File: config.mk
export PLATFORM = sky130hd
export DESIGN_NAME = downscale_scheduler
export DESIGN_NICKNAME = d
export VERILOG_FILES = /design/src/rtl/downscale_scheduler.sv
export SDC_FILE = /design/constraint.sdc
export NUM_CORES = 1
export LEC_CHECK = 0
export CAP_MARGIN = 20
export CORE_MARGIN = 2
export CORE_UTILIZATION = 32
export DETAILED_ROUTE_END_ITERATION = 7
export PLACE_DENSITY = 0.52
export REMOVE_ABC_BUFFERS = 1
export SLEW_MARGIN = 20
export SYNTH_ARGS = -nofsm -noshare
export SYNTH_HDL_FRONTEND = slang
export SYNTH_SLANG_ARGS = --single-unit
export TNS_END_PERCENT = 100
File: constraint.sdc
create_clock -name clk -period 6.2 [get_ports clk]
set_input_delay 1.24 -clock clk [delete_from_list [all_inputs] [get_ports clk]]
set_output_delay 1.24 -clock clk [all_outputs]
set_load 0.02 [all_outputs]
File: src/rtl/downscale_scheduler.sv
// Downscale job scheduler: output dimensions by repeated subtraction, then raster-order SIMD job issue.
// Optional macro DS_PERF_CNT_EN adds the o_cyc_cnt / o_stall_cnt performance counters.
module downscale_scheduler #(
    parameter int MAX_LANES       = 4,
    parameter int MAX_OUTSTANDING = 4,
    parameter int DIM_W           = 9
) (
    input  logic                 clk,
    input  logic                 reset,
    input  logic                 start,
    input  logic [DIM_W-1:0]     img_width,
    input  logic [DIM_W-1:0]     img_height,
    input  logic [2:0]           N_simd,
    input  logic [7:0]           scale_factor,
    output logic                 o_job_valid,
    input  logic                 i_job_ready,
    output logic [DIM_W-1:0]     o_src_x,
    output logic [DIM_W-1:0]     o_src_y,
    output logic [DIM_W-1:0]     o_dst_x,
    output logic [DIM_W-1:0]     o_dst_y,
    output logic [MAX_LANES-1:0] o_lane_mask,
    input  logic                 i_job_done,
    output logic                 o_busy,
    output logic                 o_done,
    output logic                 o_err,
    output logic [DIM_W-1:0]     o_out_width,
`ifdef DS_PERF_CNT_EN
    output logic [DIM_W-1:0]     o_out_height,
    output logic [31:0]          o_cyc_cnt,
    output logic [31:0]          o_stall_cnt
`else
    output logic [DIM_W-1:0]     o_out_height
`endif
);

    localparam int LW = $clog2(MAX_LANES + 1);
    localparam int OW = $clog2(MAX_OUTSTANDING + 1);

    typedef enum logic [2:0] {IDLE, INIT, ISSUE, DRAIN, DONE, ERR} state_t;

    state_t           state_q, state_d;
    logic [DIM_W-1:0] scale_in, scale_q;
    logic [DIM_W-1:0] rem_w, rem_h, cnt_w, cnt_h;
    logic [DIM_W-1:0] lane_step;
    logic [LW-1:0]    lanes_in, lanes_q;
    logic [OW-1:0]    outstanding;
    logic [DIM_W:0]   x_plus_lanes;
    logic             cfg_err, init_exit, accept, row_end, last_row, done_take;

    function automatic logic [MAX_LANES-1:0] lane_mask_f(input logic [DIM_W-1:0] x,
                                                         input logic [DIM_W-1:0] w,
                                                         input logic [LW-1:0]    n);
        logic [MAX_LANES-1:0] m;
        m = '0;
        for (int i = 0; i < MAX_LANES; i++)
            m[i] = (({1'b0, x} + (DIM_W+1)'(i)) < {1'b0, w}) && (i < int'(n));
        return m;
    endfunction

    assign scale_in = DIM_W'(scale_factor);
    assign cfg_err  = (scale_factor == '0) || (scale_in > img_width) || (scale_in > img_height);

    always_comb begin
        if (N_simd == '0)
            lanes_in = LW'(1);
        else if (int'(N_simd) > MAX_LANES)
            lanes_in = LW'(MAX_LANES);
        else
            lanes_in = LW'(N_simd);
    end

    // lanes*scale as a short chain of conditional adds; lanes never exceeds MAX_LANES.
    always_comb begin
        lane_step = '0;
        for (int i = 0; i < MAX_LANES; i++)
            if (i < int'(lanes_q)) lane_step = lane_step + scale_q;
    end

    assign x_plus_lanes = {1'b0, o_dst_x} + (DIM_W+1)'(lanes_q);
    assign row_end      = x_plus_lanes >= {1'b0, o_out_width};
    assign last_row     = o_dst_y == (o_out_height - DIM_W'(1));
    assign init_exit    = (rem_w < scale_q) && (rem_h < scale_q);
    assign accept       = o_job_valid && i_job_ready;
    assign done_take    = i_job_done && (outstanding != '0);

    always_comb begin
        // NOTE: every signal driven here gets a default first, so no path can infer a latch.
        state_d     = state_q;
        o_job_valid = 1'b0;
        o_busy      = (state_q != IDLE);
        o_done      = 1'b0;
        o_err       = 1'b0;
        case (state_q)
            IDLE:  if (start) state_d = cfg_err ? ERR : INIT;
            INIT:  if (init_exit) state_d = ISSUE;
            ISSUE: begin
                o_job_valid = (outstanding < OW'(MAX_OUTSTANDING));
                if (o_job_valid && i_job_ready && row_end && last_row) state_d = DRAIN;
            end
            DRAIN: if (outstanding == '0) state_d = DONE;
            DONE: begin
                o_done  = 1'b1;
                state_d = IDLE;
            end
            ERR: begin
                o_err   = 1'b1;
                state_d = IDLE;
            end
            default: state_d = IDLE;
        endcase
    end

    // NOTE: sequential state uses non-blocking assignments so every register samples pre-edge values.
    always_ff @(posedge clk) begin
        if (reset) begin
            state_q      <= IDLE;
            scale_q      <= '0;
            lanes_q      <= '0;
            rem_w        <= '0;
            rem_h        <= '0;
            cnt_w        <= '0;
            cnt_h        <= '0;
            outstanding  <= '0;
            o_src_x      <= '0;
            o_src_y      <= '0;
            o_dst_x      <= '0;
            o_dst_y      <= '0;
            o_lane_mask  <= '0;
            o_out_width  <= '0;
            o_out_height <= '0;
        end else begin
            state_q <= state_d;
            case (state_q)
                IDLE: if (start) begin
                    scale_q <= scale_in;
                    lanes_q <= lanes_in;
                    rem_w   <= img_width;
                    rem_h   <= img_height;
                    cnt_w   <= '0;
                    cnt_h   <= '0;
                end
                INIT: begin
                    if (rem_w >= scale_q) begin
                        rem_w <= rem_w - scale_q;
                        cnt_w <= cnt_w + DIM_W'(1);
                    end
                    if (rem_h >= scale_q) begin
                        rem_h <= rem_h - scale_q;
                        cnt_h <= cnt_h + DIM_W'(1);
                    end
                    if (init_exit) begin
                        o_out_width  <= cnt_w;
                        o_out_height <= cnt_h;
                        o_dst_x      <= '0;
                        o_dst_y      <= '0;
                        o_src_x      <= '0;
                        o_src_y      <= '0;
                        o_lane_mask  <= lane_mask_f('0, cnt_w, lanes_q);
                    end
                end
                ISSUE: if (accept) begin
                    if (row_end) begin
                        o_dst_x     <= '0;
                        o_src_x     <= '0;
                        o_dst_y     <= o_dst_y + DIM_W'(1);
                        o_src_y     <= o_src_y + scale_q;
                        o_lane_mask <= lane_mask_f('0, o_out_width, lanes_q);
                    end else begin
                        o_dst_x     <= x_plus_lanes[DIM_W-1:0];
                        o_src_x     <= o_src_x + lane_step;
                        o_lane_mask <= lane_mask_f(x_plus_lanes[DIM_W-1:0], o_out_width, lanes_q);
                    end
                end
                default: ;
            endcase
            // An accept and a completion in the same cycle cancel out.
            if (accept && !done_take)
                outstanding <= outstanding + OW'(1);
            else if (!accept && done_take)
                outstanding <= outstanding - OW'(1);
        end
    end

`ifdef DS_PERF_CNT_EN
    always_ff @(posedge clk) begin
        if (reset || (state_q == IDLE && start)) begin
            o_cyc_cnt   <= '0;
            o_stall_cnt <= '0;
        end else begin
            if (o_busy) o_cyc_cnt <= o_cyc_cnt + 32'd1;
            if (o_job_valid && !i_job_ready) o_stall_cnt <= o_stall_cnt + 32'd1;
        end
    end
`endif

endmodule

==> implementation parameters <==
Parameter                              Value

Yosys
  Number of library cell types mapped by synthesis ... 63
  Count of warnings emitted by yosys ... 0
  Fraction of registers with async set or reset after synthesis ... 0%
  Yosys reg bits ... 111
  Netlist area before placement ... roughly 0.0088 sq mm
  Synthesized area divided by synthesized cell count ... roughly 7.8 sq um
  Count of flip-flops with a built-in enable after synthesis ... 0
  Ys flop type ... sky130_fd_sc_hd__dfxtp_1
  Sequential share of the synthesized area ... approximately a quarter
  Cell count after synthesis ... 1140

Power
  Combinational Power Share ... between 50% and 60%
  Net switching fraction of the power ... a little under half
  Power share of the sequential group ... 28.2%
  P_leak ... 4.23 nW
  Power per cell area ... 308 mW/mm^2
  Clock share of power ... roughly 20%
  P_sw ... about 1.5 mW
  Internal power ... ~1.7 mW
  Worst vdd ir ... about 0.00019 V

Routing
  Average wire per standard cell ... 16.6 um
  Total wirelength of the detailed-routed design ... around 26 mm
  Iteration-0 DRC count of the detailed router ... 546
  Ratio of routed vias to standard cells ... approximately 5.2
  Detail Route Antenna Nets ... 0
  Final routed DRC violation total ... 0
  Detailed-router iteration count before antenna repair ... 4
  Total number of vias ... about 8000

Layout
  Area Growth Syn to Fin ... 18.3%
  Total of fill cells in the finished design ... approximately 2800
  Number of nets in the layout ... ~1400
  Leading cell types in the layout, fill and taps excluded ... 153 x sky130_fd_sc_hd__nor2_1, 111 x sky130_fd_sc_hd__a21oi_1, 111 x sky130_fd_sc_hd__ha_1, 111 x sky130_fd_sc_hd__dfxtp_1, 94 x sky130_fd_sc_hd__clkdlybuf4s50_1
  Final cell count without fillers ... 1558
  Most common library cell in the layout ignoring fill and taps ... sky130_fd_sc_hd__nor2_1
  Layout cell share with drive strength beyond 1 ... approximately 3.8%
  Number of antenna cells inserted ... 0

GRT
  Wire length of the first global-routing pass ... just over 40 mm
  Pin count of the biggest net entering global routing ... between 60 and 70
  Number of antenna violations at the first check in global routing ... 0
  Via count of the first global-routing pass ... around 7700
  Global-route total usage across every layer ... around 18%
  Overflow after GRT ... 0

Clock network
  Clock sink total ... 111
  Inserted Clock Buffers ... 9
  H-tree Lvls ... 3
  Root Buffer ... sky130_fd_sc_hd__clkbuf_16
  Total of cells resized after clock tree synthesis ... 0
  Clock tree from TritonCTS ... built
  Post-cts hold buffer count ... 0
  Clock transition at path regs ... 80 ps
  Clock insertion delay at the later pin of the skew report ... ~370 ps
  Maximum clock path buffer count ... 2
  Post-CTS Setup Repair Bufs ... 0

Die
  Chip Height ... 170 um
  Area of the die ... 0.0290 sq mm
  Floorplan core area ... 0.0270 sq mm
  Initial core utilization ... about a third
  Number of rows created at floorplan ... 60
  Die span in x ... 170 um
  Ports ... 96

Critical path
  Setup Crit Path Kind ... reg -> reg
  Data arrival at the endpoint of the critical path ... 5760 ps
  R2R depth ... 23
  Critical path destination ... o_src_x[8]$_SDFFE_PP0P_
  Critical path data required time ... around 6500 ps
  Launch point of the worst reg-to-reg path ... lanes_q[1]$_SDFFE_PP0P_
  Kind of launch point of the worst setup path ... flop
  Reg-to-reg setup timing slack ... ~730 ps
  Capturing element type of the critical path ... flop
  Origin of the worst setup path ... lanes_q[1]$_SDFFE_PP0P_
  Largest driver fanout on the critical path ... 13
  End of the worst register-to-register path ... o_src_x[8]$_SDFFE_PP0P_

Timing
  Unrepaired setup endpoints after global routing ... false
  Final TNS setup ... 0 ps
  Number of hold-slack violations in the final timing report ... 0
  Achievable clock frequency ... 0.183 GHz
  Final hold slack ... approximately 460 ps
  Final setup viols ... 0
  Minimum period implied by the final worst setup slack ... around 5500 ps
  Part of the cycle the worst path needs ... roughly nine tenths
  Relative max-transition margin ... approximately 39%
  Clock skew ... approximately 11 ps
  Final max-slew violation count ... 0
  Pin slew with the least headroom to its limit ... ~910 ps

Flow run
  Max cap viols ... 0

Hold path
  Path type of the worst min-delay path ... reg -> reg

Run status
  Status ... completed

Place
  Number of cells in the design after placement ... approximately 1500
  Input/output buffers ... 95
  DP HPWL ... just under 20 mm
  Final weighted congestion in routability-driven placement ... ~0.89
-- how the worst min path moves through the flow --
stage	start	to	slack [ps]	cells past startpoint
after global placement	o_lane_mask[0]$_SDFFE_PP0P_	o_lane_mask[0]$_SDFFE_PP0P_	440	2
after CTS	o_lane_mask[0]$_SDFFE_PP0P_	o_lane_mask[0]$_SDFFE_PP0P_	460	2
after global routing	o_lane_mask[0]$_SDFFE_PP0P_	o_lane_mask[0]$_SDFFE_PP0P_	470	2
after detailed placement	o_lane_mask[0]$_SDFFE_PP0P_	o_lane_mask[0]$_SDFFE_PP0P_	450	2
after floorplan	cnt_h[8]$_SDFFE_PP0P_	o_out_height[8]$_SDFFE_PP0P_	440	2
final	o_lane_mask[0]$_SDFFE_PP0P_	o_lane_mask[0]$_SDFFE_PP0P_	460	2
-- worst max-delay path: stages, from the launching register on --
cell and delay [ps]:
sky130_fd_sc_hd__dfxtp_1 400, sky130_fd_sc_hd__nor2_1 570, sky130_fd_sc_hd__and3_1 270, sky130_fd_sc_hd__ha_1 170, sky130_fd_sc_hd__inv_1 60, sky130_fd_sc_hd__fa_1 400
sky130_fd_sc_hd__nor2b_1 170, sky130_fd_sc_hd__o31a_1 190, sky130_fd_sc_hd__a211oi_1 70, sky130_fd_sc_hd__a21o_1 200, sky130_fd_sc_hd__ha_1 310, sky130_fd_sc_hd__o21a_1 120
sky130_fd_sc_hd__o31a_1 120, sky130_fd_sc_hd__o31ai_1 290, sky130_fd_sc_hd__a21boi_0 200, sky130_fd_sc_hd__mux2_2 170, sky130_fd_sc_hd__ha_1 230, sky130_fd_sc_hd__or2_2 310
sky130_fd_sc_hd__a21oi_1 150, sky130_fd_sc_hd__a21oi_1 60, sky130_fd_sc_hd__xnor2_1 140, sky130_fd_sc_hd__xor2_1 170, sky130_fd_sc_hd__or4_1 480, sky130_fd_sc_hd__a31oi_1 160
-- cells in the mapped netlist (all sizes together), types with 7 or more instances --
cell type	number	area, sq um
nor3	25	125
a211oi	18	135
o21ai	61	309
buf	8	37.5
a21oi	111	556
nand3	34	170
nand4	20	140
o211ai	9	81.3
nand2b	10	62.6
a31oi	12	75.1
inv	66	248
xor2	42	368
dfxtp	111	2220
nor2	153	574
ha	111	1390
mux2	7	78.8
o21bai	7	56.3
fa	8	160
o21a	10	75.1
and2	9	56.3
or3	8	50.1
nand2	88	330
nor4	12	75.1
nor2b	24	150
mux2i	8	80.1
xnor2	49	437
clkbuf	37	139
a21o	20	150
-- layout make-up --
type | count | area, sq um | share of cell area (%)
tap | 341 | 427 | 4.08
clock buffer | 10 | 239 | 2.29
sequential | 111 | 2220 | 21.2
clock inverter | 6 | 70.1 | 0.670
inverter | 66 | 248 | 2.37
timing repair buffer | 106 | 1030 | 9.83
multi-input combinational | 918 | 6220 | 59.5
-- per-stage QoR --
stage | utilization, % | setup WS (ps) | instance area [sq um] | total power, mW
3_5_place_dp | 37.5 | 769 | 10100 | 2.59
5_1_grt | 38.7 | 322 | 10500 | 3.48
6_report | 38.7 | 733 | 10500 | 3.22
3_3_place_gp | 37.5 | 879 | 10100 | 2.58
4_1_cts | 38.6 | 755 | 10400 | 3.23
2_1_floorplan | - | 1180 | 8670 | 2.10
-- layer usage --
layer	GRT usage, %	up-vias	wire length (um)
li1	-	4163	-
met1	24.5	3816	12700
met2	29.8	132	11900
met3	1.95	30	773
met4	5.35	0	480
met5	0	-	0
-- power by group through the flow --
stage / clock (mW) / sequential (mW) / combinational [mW]
after floorplan: 0 / 0.896 / 1.20
after global placement: 0 / 0.923 / 1.65
after detailed placement: 0 / 0.924 / 1.67
after CTS: 0.645 / 0.908 / 1.67
after global routing: 0.671 / 0.924 / 1.88
final: 0.626 / 0.908 / 1.68
-- cells by family after synthesis --
logic type               Yosys count  share of synthesized area [%]
AO/OA/AOI/OAI                    283                           19.7
XOR/XNOR                          91                           9.10
adder cells (fa/ha/maj)          119                           17.5
buffers and inverters            111                           4.80
flip-flops                       111                           25.1
multiplexers                      15                           1.80
AND/OR/NAND/NOR                  410                           21.9
(Power assumes the default switching activity.)
